[src/rtl/sgm_params.sv]
// ---------------------------------------------------------------------------
// sgm_params
// Shared definitions for the SGM path sequencer and its sub-blocks:
//   SGM_P_BITS   default penalty width
//   SGM_DEF_P1   penalty P1 in force after reset
//   SGM_DEF_P2   penalty P2 in force after reset
//   seq_state_t  frame sequencer FSM encoding
//   sgm_clog2    ceiling log2, never smaller than 1 so a bus of that
//                width always exists even for degenerate sizes
// ---------------------------------------------------------------------------
package sgm_params;

   localparam int SGM_P_BITS = 8;
   localparam int SGM_DEF_P1 = 10;
   localparam int SGM_DEF_P2 = 120;

   typedef enum logic [1:0] {
      IDLE   = 2'd0,
      ACTIVE = 2'd1,
      DONE   = 2'd2
   } seq_state_t;

   function automatic int sgm_clog2(input int value);
      int result = 1;
      while ((1 << result) < value) begin
         result = result + 1;
      end
      return result;
   endfunction

endpackage

[src/rtl/line_position_counter.sv]
// ---------------------------------------------------------------------------
// line_position_counter
// Column/row position tracking for one frame of pixels.
// Ports:
//   in_clk, in_rst_n  clock, asynchronous active-low reset
//   clear             frame start: counters back to 0,0
//   enable            frame in progress (sequencer ACTIVE)
//   de                active-pixel strobe of the current cycle
//   pos_col, pos_row  position of the pixel presented on de this cycle
//   pix_valid         de on a column inside the line
//   overflow          de on a column beyond the last one of the line
//   line_end          falling edge of de (line finished)
//   short_line        line finished before reaching the full width
//   last_line         current row is the final row of the frame
// ---------------------------------------------------------------------------
module line_position_counter
   import sgm_params::*;
#(
   parameter int IMG_WIDTH  = 1600,
   parameter int IMG_HEIGHT = 720,
   localparam int COL_W     = sgm_clog2(IMG_WIDTH),
   localparam int ROW_W     = sgm_clog2(IMG_HEIGHT)
)(
   input  logic             in_clk,
   input  logic             in_rst_n,
   input  logic             clear,
   input  logic             enable,
   input  logic             de,
   output logic [COL_W-1:0] pos_col,
   output logic [ROW_W-1:0] pos_row,
   output logic             pix_valid,
   output logic             overflow,
   output logic             line_end,
   output logic             short_line,
   output logic             last_line
);

   // Counters are one bit wider than the positions they report when needed,
   // so they can hold the saturation values IMG_WIDTH / IMG_HEIGHT.
   localparam int CNT_COL_W = sgm_clog2(IMG_WIDTH + 1);
   localparam int CNT_ROW_W = sgm_clog2(IMG_HEIGHT + 1);

   localparam logic [CNT_COL_W-1:0] COL_END  = CNT_COL_W'(IMG_WIDTH);
   localparam logic [CNT_ROW_W-1:0] ROW_END  = CNT_ROW_W'(IMG_HEIGHT);
   localparam logic [CNT_ROW_W-1:0] ROW_LAST = CNT_ROW_W'(IMG_HEIGHT - 1);

   logic [CNT_COL_W-1:0] col;
   logic [CNT_ROW_W-1:0] row;
   logic                 de_prev;

   // Decode what the current cycle means for the line: a real pixel, an
   // excess pixel past the line width, or the end of the line. A line that
   // ends with col short of IMG_WIDTH is reported as short.
   always_comb begin
      pos_col    = col[COL_W-1:0];
      pos_row    = row[ROW_W-1:0];
      pix_valid  = enable && de && (col != COL_END);
      overflow   = enable && de && (col == COL_END);
      line_end   = enable && de_prev && !de;
      short_line = line_end && (col != COL_END);
      last_line  = (row == ROW_LAST);
   end

   // Position counters. The column saturates at IMG_WIDTH so excess pixels
   // keep being flagged as overflow; the row saturates at IMG_HEIGHT. The
   // previous-de register is forced low outside a frame so that a strobe
   // seen while idle never fakes a line end once a frame starts.
   always_ff @(posedge in_clk or negedge in_rst_n) begin
      if (!in_rst_n) begin
         col     <= '0;
         row     <= '0;
         de_prev <= 1'b0;
      end else if (clear) begin
         col     <= '0;
         row     <= '0;
         de_prev <= 1'b0;
      end else if (enable) begin
         de_prev <= de;
         if (line_end) begin
            col <= '0;
            if (row != ROW_END) begin
               row <= row + 1'b1;
            end
         end else if (de && (col != COL_END)) begin
            col <= col + 1'b1;
         end
      end else begin
         de_prev <= 1'b0;
      end
   end

endmodule

[src/rtl/sgm_path_sequencer.sv]
// ---------------------------------------------------------------------------
// sgm_path_sequencer
// Frame sequencer for the SGM path-cost datapath: tracks pixel position,
// marks path restarts, holds the per-frame penalties and flags framing
// errors.
// Ports:
//   in_clk, in_rst_n                   clock, asynchronous active-low reset
//   in_vsync                           one-cycle frame-start pulse
//   in_de                              active-pixel strobe
//   in_cfg_valid / out_cfg_ready       penalty-update handshake
//   in_cfg_P1, in_cfg_P2               requested penalties
//   out_de                             in_de delayed one cycle, in-frame only
//   out_path_beginning_h / _v / _d     path restart (col 0 / row 0 / either)
//   out_P1, out_P2                     penalties in force for this frame
//   out_col, out_row                   position of the pixel on out_de
//   out_L_valid                        out_de delayed one cycle
//   out_frame_done                     one-cycle pulse after the last line
//   out_line_err, out_frame_err        error flags, sticky until frame start
// ---------------------------------------------------------------------------
module sgm_path_sequencer
   import sgm_params::*;
#(
   parameter int IMG_WIDTH  = 1600,
   parameter int IMG_HEIGHT = 720,
   parameter int P_BITS     = SGM_P_BITS,
   localparam int COL_W     = sgm_clog2(IMG_WIDTH),
   localparam int ROW_W     = sgm_clog2(IMG_HEIGHT)
)(
   input  logic              in_clk,
   input  logic              in_rst_n,
   input  logic              in_vsync,
   input  logic              in_de,
   input  logic              in_cfg_valid,
   output logic              out_cfg_ready,
   input  logic [P_BITS-1:0] in_cfg_P1,
   input  logic [P_BITS-1:0] in_cfg_P2,
   output logic              out_de,
   output logic              out_path_beginning_h,
   output logic              out_path_beginning_v,
   output logic              out_path_beginning_d,
   output logic [P_BITS-1:0] out_P1,
   output logic [P_BITS-1:0] out_P2,
   output logic [COL_W-1:0]  out_col,
   output logic [ROW_W-1:0]  out_row,
   output logic              out_L_valid,
   output logic              out_frame_done,
   output logic              out_line_err,
   output logic              out_frame_err
);

   localparam logic [P_BITS-1:0] RST_P1 = P_BITS'(SGM_DEF_P1);
   localparam logic [P_BITS-1:0] RST_P2 = P_BITS'(SGM_DEF_P2);

   seq_state_t        state;
   seq_state_t        state_next;
   logic              counting;
   logic              cfg_xfer;
   logic              pending_full;
   logic [P_BITS-1:0] pend_P1;
   logic [P_BITS-1:0] pend_P2;

   logic [COL_W-1:0]  pos_col;
   logic [ROW_W-1:0]  pos_row;
   logic              pix_valid;
   logic              overflow;
   logic              line_end;
   logic              short_line;
   logic              last_line;

   line_position_counter #(
      .IMG_WIDTH  (IMG_WIDTH),
      .IMG_HEIGHT (IMG_HEIGHT)
   ) u_position (
      .in_clk     (in_clk),
      .in_rst_n   (in_rst_n),
      .clear      (in_vsync),
      .enable     (counting),
      .de         (in_de),
      .pos_col    (pos_col),
      .pos_row    (pos_row),
      .pix_valid  (pix_valid),
      .overflow   (overflow),
      .line_end   (line_end),
      .short_line (short_line),
      .last_line  (last_line)
   );

   assign out_cfg_ready = !pending_full;

   // FSM state register.
   always_ff @(posedge in_clk or negedge in_rst_n) begin
      if (!in_rst_n) begin
         state <= IDLE;
      end else begin
         state <= state_next;
      end
   end

   // Next-state logic. A vsync always (re)starts a frame: from IDLE, as an
   // abort of a frame in progress, and also in the single DONE cycle so a
   // back-to-back frame start is not lost (the done pulse still fires).
   // The frame ends on the falling edge of de on the last row.
   always_comb begin
      state_next = state;
      counting   = (state == ACTIVE);
      cfg_xfer   = in_cfg_valid && out_cfg_ready;
      case (state)
         IDLE: begin
            if (in_vsync) begin
               state_next = ACTIVE;
            end
         end
         ACTIVE: begin
            if (in_vsync) begin
               state_next = ACTIVE;
            end else if (line_end && last_line) begin
               state_next = DONE;
            end
         end
         DONE: begin
            state_next = in_vsync ? ACTIVE : IDLE;
         end
         default: begin
            state_next = IDLE;
         end
      endcase
   end

   // Penalty configuration. One update can wait in the pending register;
   // it only reaches out_P1/out_P2 at a frame start so a frame is never
   // processed with mixed penalties. An update accepted in the vsync cycle
   // itself bypasses the pending register and applies to the new frame.
   always_ff @(posedge in_clk or negedge in_rst_n) begin
      if (!in_rst_n) begin
         pending_full <= 1'b0;
         pend_P1      <= RST_P1;
         pend_P2      <= RST_P2;
         out_P1       <= RST_P1;
         out_P2       <= RST_P2;
      end else if (in_vsync) begin
         if (cfg_xfer) begin
            out_P1 <= in_cfg_P1;
            out_P2 <= in_cfg_P2;
         end else if (pending_full) begin
            out_P1       <= pend_P1;
            out_P2       <= pend_P2;
            pending_full <= 1'b0;
         end
      end else if (cfg_xfer) begin
         pend_P1      <= in_cfg_P1;
         pend_P2      <= in_cfg_P2;
         pending_full <= 1'b1;
      end
   end

   // Pixel outputs and error flags. Every output is a register. A frame
   // start clears the error flags, except that aborting a running frame
   // leaves out_frame_err set for the restarted frame. Strobes outside a
   // frame are dropped and reported through out_frame_err.
   always_ff @(posedge in_clk or negedge in_rst_n) begin
      if (!in_rst_n) begin
         out_de               <= 1'b0;
         out_path_beginning_h <= 1'b0;
         out_path_beginning_v <= 1'b0;
         out_path_beginning_d <= 1'b0;
         out_col              <= '0;
         out_row              <= '0;
         out_L_valid          <= 1'b0;
         out_frame_done       <= 1'b0;
         out_line_err         <= 1'b0;
         out_frame_err        <= 1'b0;
      end else begin
         out_L_valid          <= out_de;
         out_frame_done       <= (state == DONE);
         out_de               <= 1'b0;
         out_path_beginning_h <= 1'b0;
         out_path_beginning_v <= 1'b0;
         out_path_beginning_d <= 1'b0;
         if (in_vsync) begin
            out_line_err  <= 1'b0;
            out_frame_err <= (state == ACTIVE);
         end else if (state == ACTIVE) begin
            if (pix_valid) begin
               out_de               <= 1'b1;
               out_col              <= pos_col;
               out_row              <= pos_row;
               out_path_beginning_h <= (pos_col == '0);
               out_path_beginning_v <= (pos_row == '0);
               out_path_beginning_d <= (pos_col == '0) || (pos_row == '0);
            end
            if (overflow || short_line) begin
               out_line_err <= 1'b1;
            end
         end else if (in_de) begin
            out_frame_err <= 1'b1;
         end
      end
   end

endmodule
[config.mk]
export PLATFORM = sky130hd
export DESIGN_NAME = sgm_path_sequencer
export DESIGN_NICKNAME = d
export VERILOG_FILES = /design/src/rtl/sgm_params.sv /design/src/rtl/line_position_counter.sv /design/src/rtl/sgm_path_sequencer.sv
export SDC_FILE = /design/constraint.sdc
export NUM_CORES = 1
export LEC_CHECK = 0
export ABC_AREA = 1
export ABC_CLOCK_PERIOD_IN_PS = 2800
export CELL_PAD_IN_SITES_DETAIL_PLACEMENT = 0
export CELL_PAD_IN_SITES_GLOBAL_PLACEMENT = 1
export CORE_UTILIZATION = 43
export CTS_CLUSTER_SIZE = 12
export DETAILED_ROUTE_END_ITERATION = 6
export PLACE_DENSITY_LB_ADDON = 0.12
export REMOVE_ABC_BUFFERS = 1
export SYNTH_ARGS = -nofsm -noshare
export SYNTH_HDL_FRONTEND = slang
export SYNTH_SLANG_ARGS = --single-unit
[constraint.sdc]
create_clock -name in_clk -period 2.8 [get_ports in_clk]
set_input_delay 0.56 -clock in_clk [delete_from_list [all_inputs] [get_ports in_clk]]
set_output_delay 0.56 -clock in_clk [all_outputs]
set_load 0.01 [all_outputs]
==> results.sh, run 1 <==
export IMPL_syn_area_sq_um=4190
export IMPL_crit_arrival_ps=1420
export IMPL_clock_latency_ps=340
export IMPL_drc=0
export IMPL_dr_total_vias=3261
export IMPL_yosys_top_cells_area="dfrtp_1 44%, nand2_1 11%, dfstp_2 7.5%, inv_1 4.3%, nand3_1 4.1%"
export IMPL_hpwl_um=6270
export IMPL_ant_nets=0
export IMPL_syn_area_per_cell_sq_um=8.55
export IMPL_overflow=0
export IMPL_critical_path_max_stage_delay_ps=550
export IMPL_clkSlewWorstSetupHoldPaths_ps=90
export IMPL_grt_setup_unrepaired="no"
export IMPL_post_cts_buffers=0
export IMPL_cts_root_buf="clkbuf_8"
export IMPL_r2r_start="u_position.pos_col[0]$_DFFE_PN0P_"
export IMPL_synth_area_leader_cell="dfrtp_1"
export IMPL_drive_gt1_frac=0.178
export IMPL_die_h_um=101
export IMPL_fmax_mhz=506
export IMPL_path_cells="clkdlybuf4s50_1"
export IMPL_die_width_um=101
export IMPL_power_leakage_nw=2.34
export IMPL_tightest_slew_ps=529
export IMPL_timing_slew_headroom=0.647
export IMPL_power_per_cell_area_nw_per_um2=597
export IMPL_setup_viol_count_final=0
export IMPL_cts_sinks=86
export IMPL_synth_warning_count=0
export IMPL_cpLargestDelayFamily="flip-flops"
export IMPL_status="finished clean"
export IMPL_diodes=0
export IMPL_htree_levels=3
export IMPL_utilization=0.550
export IMPL_worst_path_buf_inv=1
export IMPL_seq_area_frac_synth=0.517
export IMPL_grt_pass1_vias=3149
export IMPL_cp_end_kind="output port"
export IMPL_portBuffers=66
export IMPL_grt_max_degree=52
export IMPL_power_total_mw=3.06
export IMPL_cp_slowest_cell="dfstp_2"
export IMPL_finalHoldViolations=0
export IMPL_synthToLayoutAreaGrowth_pct=22.4
export IMPL_finalSetupTns_ps=0
export IMPL_critPathKind="register to output port"
export IMPL_post_route_min_period_ps=1980
export IMPL_critPathLaunchType="register"
export IMPL_start_util=0.449
export IMPL_cap_viol_max_count=0
export IMPL_grt_pass1_wl_um=15300
export IMPL_ff2ff_path_depth=9
export IMPL_ir_drop_uv=243
export IMPL_r2r_slack_ps=880
export IMPL_core_area_sq_um=9330
export IMPL_antenna_found_initial=0
export IMPL_io_pins=67
export IMPL_drt_first_iter_violations=100
export IMPL_ys_ff_latch=86
export IMPL_drv_slew=0
export IMPL_skew_ps=11.2
export IMPL_cts_hold_buffers_added=0
export IMPL_cts_inserted_buffers=9
export IMPL_syn_inst=490
export IMPL_placed_cell_area_sq_um=4950
export IMPL_gp_congestion=0.799
export IMPL_wire_per_inst_um=12.9
export IMPL_viasPerCell=4.71
export IMPL_cts_tree="done"
export IMPL_fp_row_count=35
export IMPL_finalWirelength_um=8890
export IMPL_synth_top_area_share=0.442
export IMPL_dieArea_sq_um=10100
export IMPL_ys_types=34
export IMPL_first_pass_iters=5
export IMPL_clockBufferDepth=2
export IMPL_cts_resized_gates=0
export IMPL_worstPathRequired_ps=2240
export IMPL_rr_endpoint="out_row[1]$_DFFE_PN0P_"
export IMPL_layout_nets=584
export IMPL_fin_crit_sh=0.706
export IMPL_hp_class="input pin to async pin"
export IMPL_crit_fanout=2
export IMPL_grtUsageTotal=0.194
export IMPL_final_cell_area_sq_um=5130
[stage by stage]
stage               setup WS (ps)  hold WS [ps]  instances
CTS                           801           173        692
detailed placement            577           368        676
floorplan                     653           264        471
finish                        824           167        692
global placement              576           359        676
global route                  674           183        692
[worst register-to-register path: stages (launching register included)]
cell,delay [ps]
dfrtp_1,410
inv_1,140
ha_1,170
nand2_1,80
nor2_2,130
nand2_4,100
nand2_4,400
buf_4,280
nand2_1,80
o21ai_2,50
[logic make-up after synthesis]
family | count (synthesis) | synth area share
and+or+nand+nor | 252 | 0.268
adders and majority gates | 5 | 0.0149
muxes | 3 | 0.00806
AOI/OAI and AO/OA | 70 | 0.106
DFF | 86 | 0.517
buffers and inverters | 73 | 0.0836
xor gates and xnor gates | 1 | 0.00209
[layer usage]
layer,part of all wire,GRT usage,routed length [um],vias up
met5,0,0,0,-
met4,0.016,0.0658,146,0
met3,0.041,0.0298,366,12
met2,0.45,0.303,4020,72
met1,0.49,0.276,4360,1481
li1,-,-,-,1696
[power breakdown]
part,total (mW),internal (mW),leakage [nW],switching [mW]
registers,1.58,1.47,1.08,0.110
logic,0.698,0.349,1.16,0.349
clock network,0.780,0.344,0.0958,0.436
[synth_stat cells, drive strengths merged]
cell,number
o21ai,48
dfrtp,74
nand3,34
buf,14
a31oi,16
or2,1
nor4,1
o21a,1
o22ai,1
nand3b,1
nor2,50
clkbuf,5
dfstp,12
a22oi,1
ha,5
inv,54
xor2,1
a21oi,3
nor3,4
nand4,7
nand2,154
mux2,3
[cells in the final DEF (no fill, tap or decap), types with 2 or more instances in the layout]
cell type / count
clkinv_4: 2
clkbuf_8: 10
o21ai_0: 29
inv_2: 5
dfstp_2: 12
buf_4: 10
nand4_1: 7
nand2_2: 23
a31oi_1: 16
nor3_1: 4
o21ai_2: 17
nand3_1: 34
o21ai_1: 2
nand2_1: 128
nand2_4: 3
dfrtp_1: 74
clkinv_2: 4
mux2_2: 3
nor2_2: 6
clkdlybuf4s50_1: 65
inv_1: 48
nor2_1: 43
ha_1: 5
a21oi_1: 2
[worst max-delay path by stage]
| stage | startpoint | to | slack, ps | depth (start not counted) |
|---|---|---|---|---|
| 6_report | out_P2[3]$_DFFE_PN1P_ | out_P2[3] | 820 | 1 |
| 5_1_grt | u_position.pos_col[0]$_DFFE_PN0P_ | out_row[0]$_DFFE_PN0P_ | 670 | 9 |
| 4_1_cts | pending_full$_DFFE_PN0P_ | out_cfg_ready | 800 | 2 |
| 3_5_place_dp | in_de | out_row[7]$_DFFE_PN0P_ | 580 | 7 |
| 3_3_place_gp | in_de | out_row[7]$_DFFE_PN0P_ | 580 | 7 |
| 2_1_floorplan | in_cfg_valid | pend_P1[5]$_DFFE_PN0P_ | 650 | 4 |
[layout make-up]
type	count	area (sq um)
multi-input cells	331	1670
clock inverters	6	37.5
flip-flops and latches	86	2170
well taps	129	161
fillers	903	4200
inverters	54	208
clock buffers	10	138
repair buffers	76	746
[registers in the layout (all words and copies together), names as in the netlist]
signal and cells:
out_L_valid 1, out_P2 8, out_path_beginning_v 1, u_position.pos_row 10, out_frame_err 1, out_frame_done 1, pending_full 1, state 2
out_line_err 1, out_path_beginning_h 1, pend_P1 8, out_path_beginning_d 1, u_position.de_prev 1, out_P1 8, out_de 1, out_row 10
out_col 11, pend_P2 8, u_position.pos_col 11
Power figures use the tool's default switching activity.
==> run 2, diff against run 1 <==
--- a/config.mk
+++ b/config.mk
@@ -6,10 +6,10 @@
 export NUM_CORES = 1
 export LEC_CHECK = 0
 export ABC_AREA = 1
-export ABC_CLOCK_PERIOD_IN_PS = 2800
+export ABC_CLOCK_PERIOD_IN_PS = 1660
 export CELL_PAD_IN_SITES_DETAIL_PLACEMENT = 0
 export CELL_PAD_IN_SITES_GLOBAL_PLACEMENT = 1
-export CORE_UTILIZATION = 43
+export CORE_UTILIZATION = 36
 export CTS_CLUSTER_SIZE = 12
 export DETAILED_ROUTE_END_ITERATION = 6
 export PLACE_DENSITY_LB_ADDON = 0.12
==> constraint.sdc (replaced) <==
create_clock -name in_clk -period 1.66 [get_ports in_clk]
set_input_delay 0.332 -clock in_clk [delete_from_list [all_inputs] [get_ports in_clk]]
set_output_delay 0.332 -clock in_clk [all_outputs]
set_load 0.01 [all_outputs]
==> run 2 against run 1 <==
Critical path type unchanged. Power rose by 89%. Non-clock buffer count grew 31. Core utilization shrank 6.2 points. Critical path depth unchanged. Count of clock-buffer cells in the layout is 5 higher. Routed wire length grew 11%. Highest routed layer unchanged.
==> results.sh, run 2 (synthesized netlist as in run 1, its figures left out) <==
export IMPL_grt_pass1_vias=3446
export IMPL_grtUsageTotal=0.175
export IMPL_placed_cell_area_sq_um=5230
export IMPL_htree_levels=3
export IMPL_critPathLaunchType="register"
export IMPL_finalWirelength_um=9860
export IMPL_first_pass_iters=4
export IMPL_grt_max_degree=35
export IMPL_layout_nets=615
export IMPL_crit_arrival_ps=1280
export IMPL_core_area_sq_um=11400
export IMPL_drt_first_iter_violations=168
export IMPL_dr_total_vias=3525
export IMPL_worstPathRequired_ps=1330
export IMPL_ir_drop_uv=495
export IMPL_die_width_um=110
export IMPL_wire_per_inst_um=13.4
export IMPL_fmax_mhz=620
export IMPL_layout_setup_ws_ps=47.6
export IMPL_io_pins=67
export IMPL_cts_sinks=86
export IMPL_skew_ps=9.15
export IMPL_overflow=0
export IMPL_final_instance_count_excl_fill=737
export IMPL_status="finished clean"
export IMPL_grt_pass1_wl_um=16200
export IMPL_crit_fanout=2
export IMPL_hp_class="register to register"
export IMPL_cp_end_kind="output port"
export IMPL_start_util=0.368
export IMPL_gp_congestion=0.780
export IMPL_post_route_min_period_ps=1610
export IMPL_tightest_slew_ps=369
export IMPL_drc=0
export IMPL_dpl_cell_count=719
export IMPL_critical_path_max_stage_delay_ps=570
export IMPL_cts_root_buf="clkbuf_16"
export IMPL_clock_latency_ps=340
export IMPL_drv_slew=0
export IMPL_cts_inserted_buffers=9
export IMPL_setup_viol_count_final=0
export IMPL_finalHoldViolations=0
export IMPL_fin_crit_sh=0.971
export IMPL_cts_tree="done"
export IMPL_critPathKind="register to output port"
export IMPL_grt_setup_unrepaired="no"
export IMPL_drive_gt1_frac=0.215
export IMPL_worst_path_buf_inv=1
export IMPL_cpLargestDelayFamily="buffers and inverters"
export IMPL_ant_nets=0
export IMPL_path_cells="clkdlybuf4s50_1"
export IMPL_hold_slack_ps=376
export IMPL_clkSlewWorstSetupHoldPaths_ps=60
export IMPL_final_cell_mix="128 x nand2_1, 74 x dfrtp_1, 58 x clkdlybuf4s50_1, 48 x inv_1, 42 x nor2_1"
export IMPL_final_cell_area_sq_um=5550
export IMPL_dieArea_sq_um=12100
export IMPL_timing_slew_headroom=0.753
export IMPL_layout_commonest_cell="nand2_1"
export IMPL_cp_slowest_cell="clkdlybuf4s50_1"
export IMPL_viasPerCell=4.78
export IMPL_cap_viol_max_count=0
export IMPL_synthToLayoutAreaGrowth_pct=32.4
export IMPL_die_h_um=110
export IMPL_fp_row_count=39
export IMPL_post_place_ws_ps=-106
export IMPL_antenna_found_initial=0
export IMPL_power_per_cell_area_nw_per_um2=1040
export IMPL_hpwl_um=7000
export IMPL_power_leakage_nw=2.56
export IMPL_portBuffers=66
export IMPL_clockBufferDepth=2
export IMPL_diodes=0
[run 2: changes by cell type in the layout (fill, tap and decap cells not counted), moves of 2 or more]
cell,previous run,this run
clkbuf_16,0,9
buf_12,1,4
clkdlybuf4s50_1,65,58
buf_4,10,33
clkinv_2,4,1
clkbuf_8,10,2
buf_6,0,4
dlygate4sd2_1,0,7
clkbuf_1,0,4
clkinv_4,2,0
[run 2: cell type report]
class                   count  area [sq um]
fillers                  1150          5820
inverters                  54           208
clock buffers              15           268
repair buffers            107          1020
multi-input cells         331          1690
clock inverters             1          5.00
well taps                 143           179
flip-flops and latches     86          2170
[run 2: routing by layer]
layer | up-vias | wire length [um] | track usage
met5 | - | 0 | 0
met4 | 0 | 182 | 0.0762
met3 | 14 | 446 | 0.0237
met2 | 86 | 4510 | 0.287
met1 | 1655 | 4730 | 0.232
li1 | 1770 | - | -
[run 2: per-stage QoR]
stage	total power, mW	TNS (ps)	utilization
floorplan	3.26	-3830	-
global placement	3.95	-3800	0.460
finish	5.78	0	0.488
global route	6.10	0	0.488
detailed placement	3.99	-4730	0.460
CTS	5.85	0	0.484
[run 2: path summary, 6_finish.rpt]
check / slack, ps / depth (start not counted) / endpoint / startpoint
worst max-delay path: 50 / 1 / out_col[6] / out_col[6]$_DFFE_PN0P_
worst min-delay path: 380 / 0 / out_L_valid$_DFF_PN0_ / out_de$_DFF_PN0_
worst max register to register: 140 / 8 / u_position.pos_row[8]$_DFFE_PN0P_ / u_position.pos_row[0]$_DFFE_PN0P_
worst min register to register: 380 / 0 / out_L_valid$_DFF_PN0_ / out_de$_DFF_PN0_
max in group asynchronous: 670 / 3 / pend_P2[4]$_DFFE_PN1P_ / in_rst_n
min in group asynchronous: 430 / 2 / out_row[1]$_DFFE_PN0P_ / in_rst_n
[run 2: what timing repair did]
item,4_1_cts,5_1_grt
buffers inserted,0,0
endpoints found under the hold margin,18,0
pin swaps,0,0
resized for setup,7,10
setup endpoints to repair,7,38
cloned,0,1
hold buffers,1,0
[run 2: where the power goes]
part,internal [mW],total (mW),switching (mW)
clock network,1.10,1.89,0.789
logic,0.624,1.25,0.622
registers,2.49,2.65,0.165
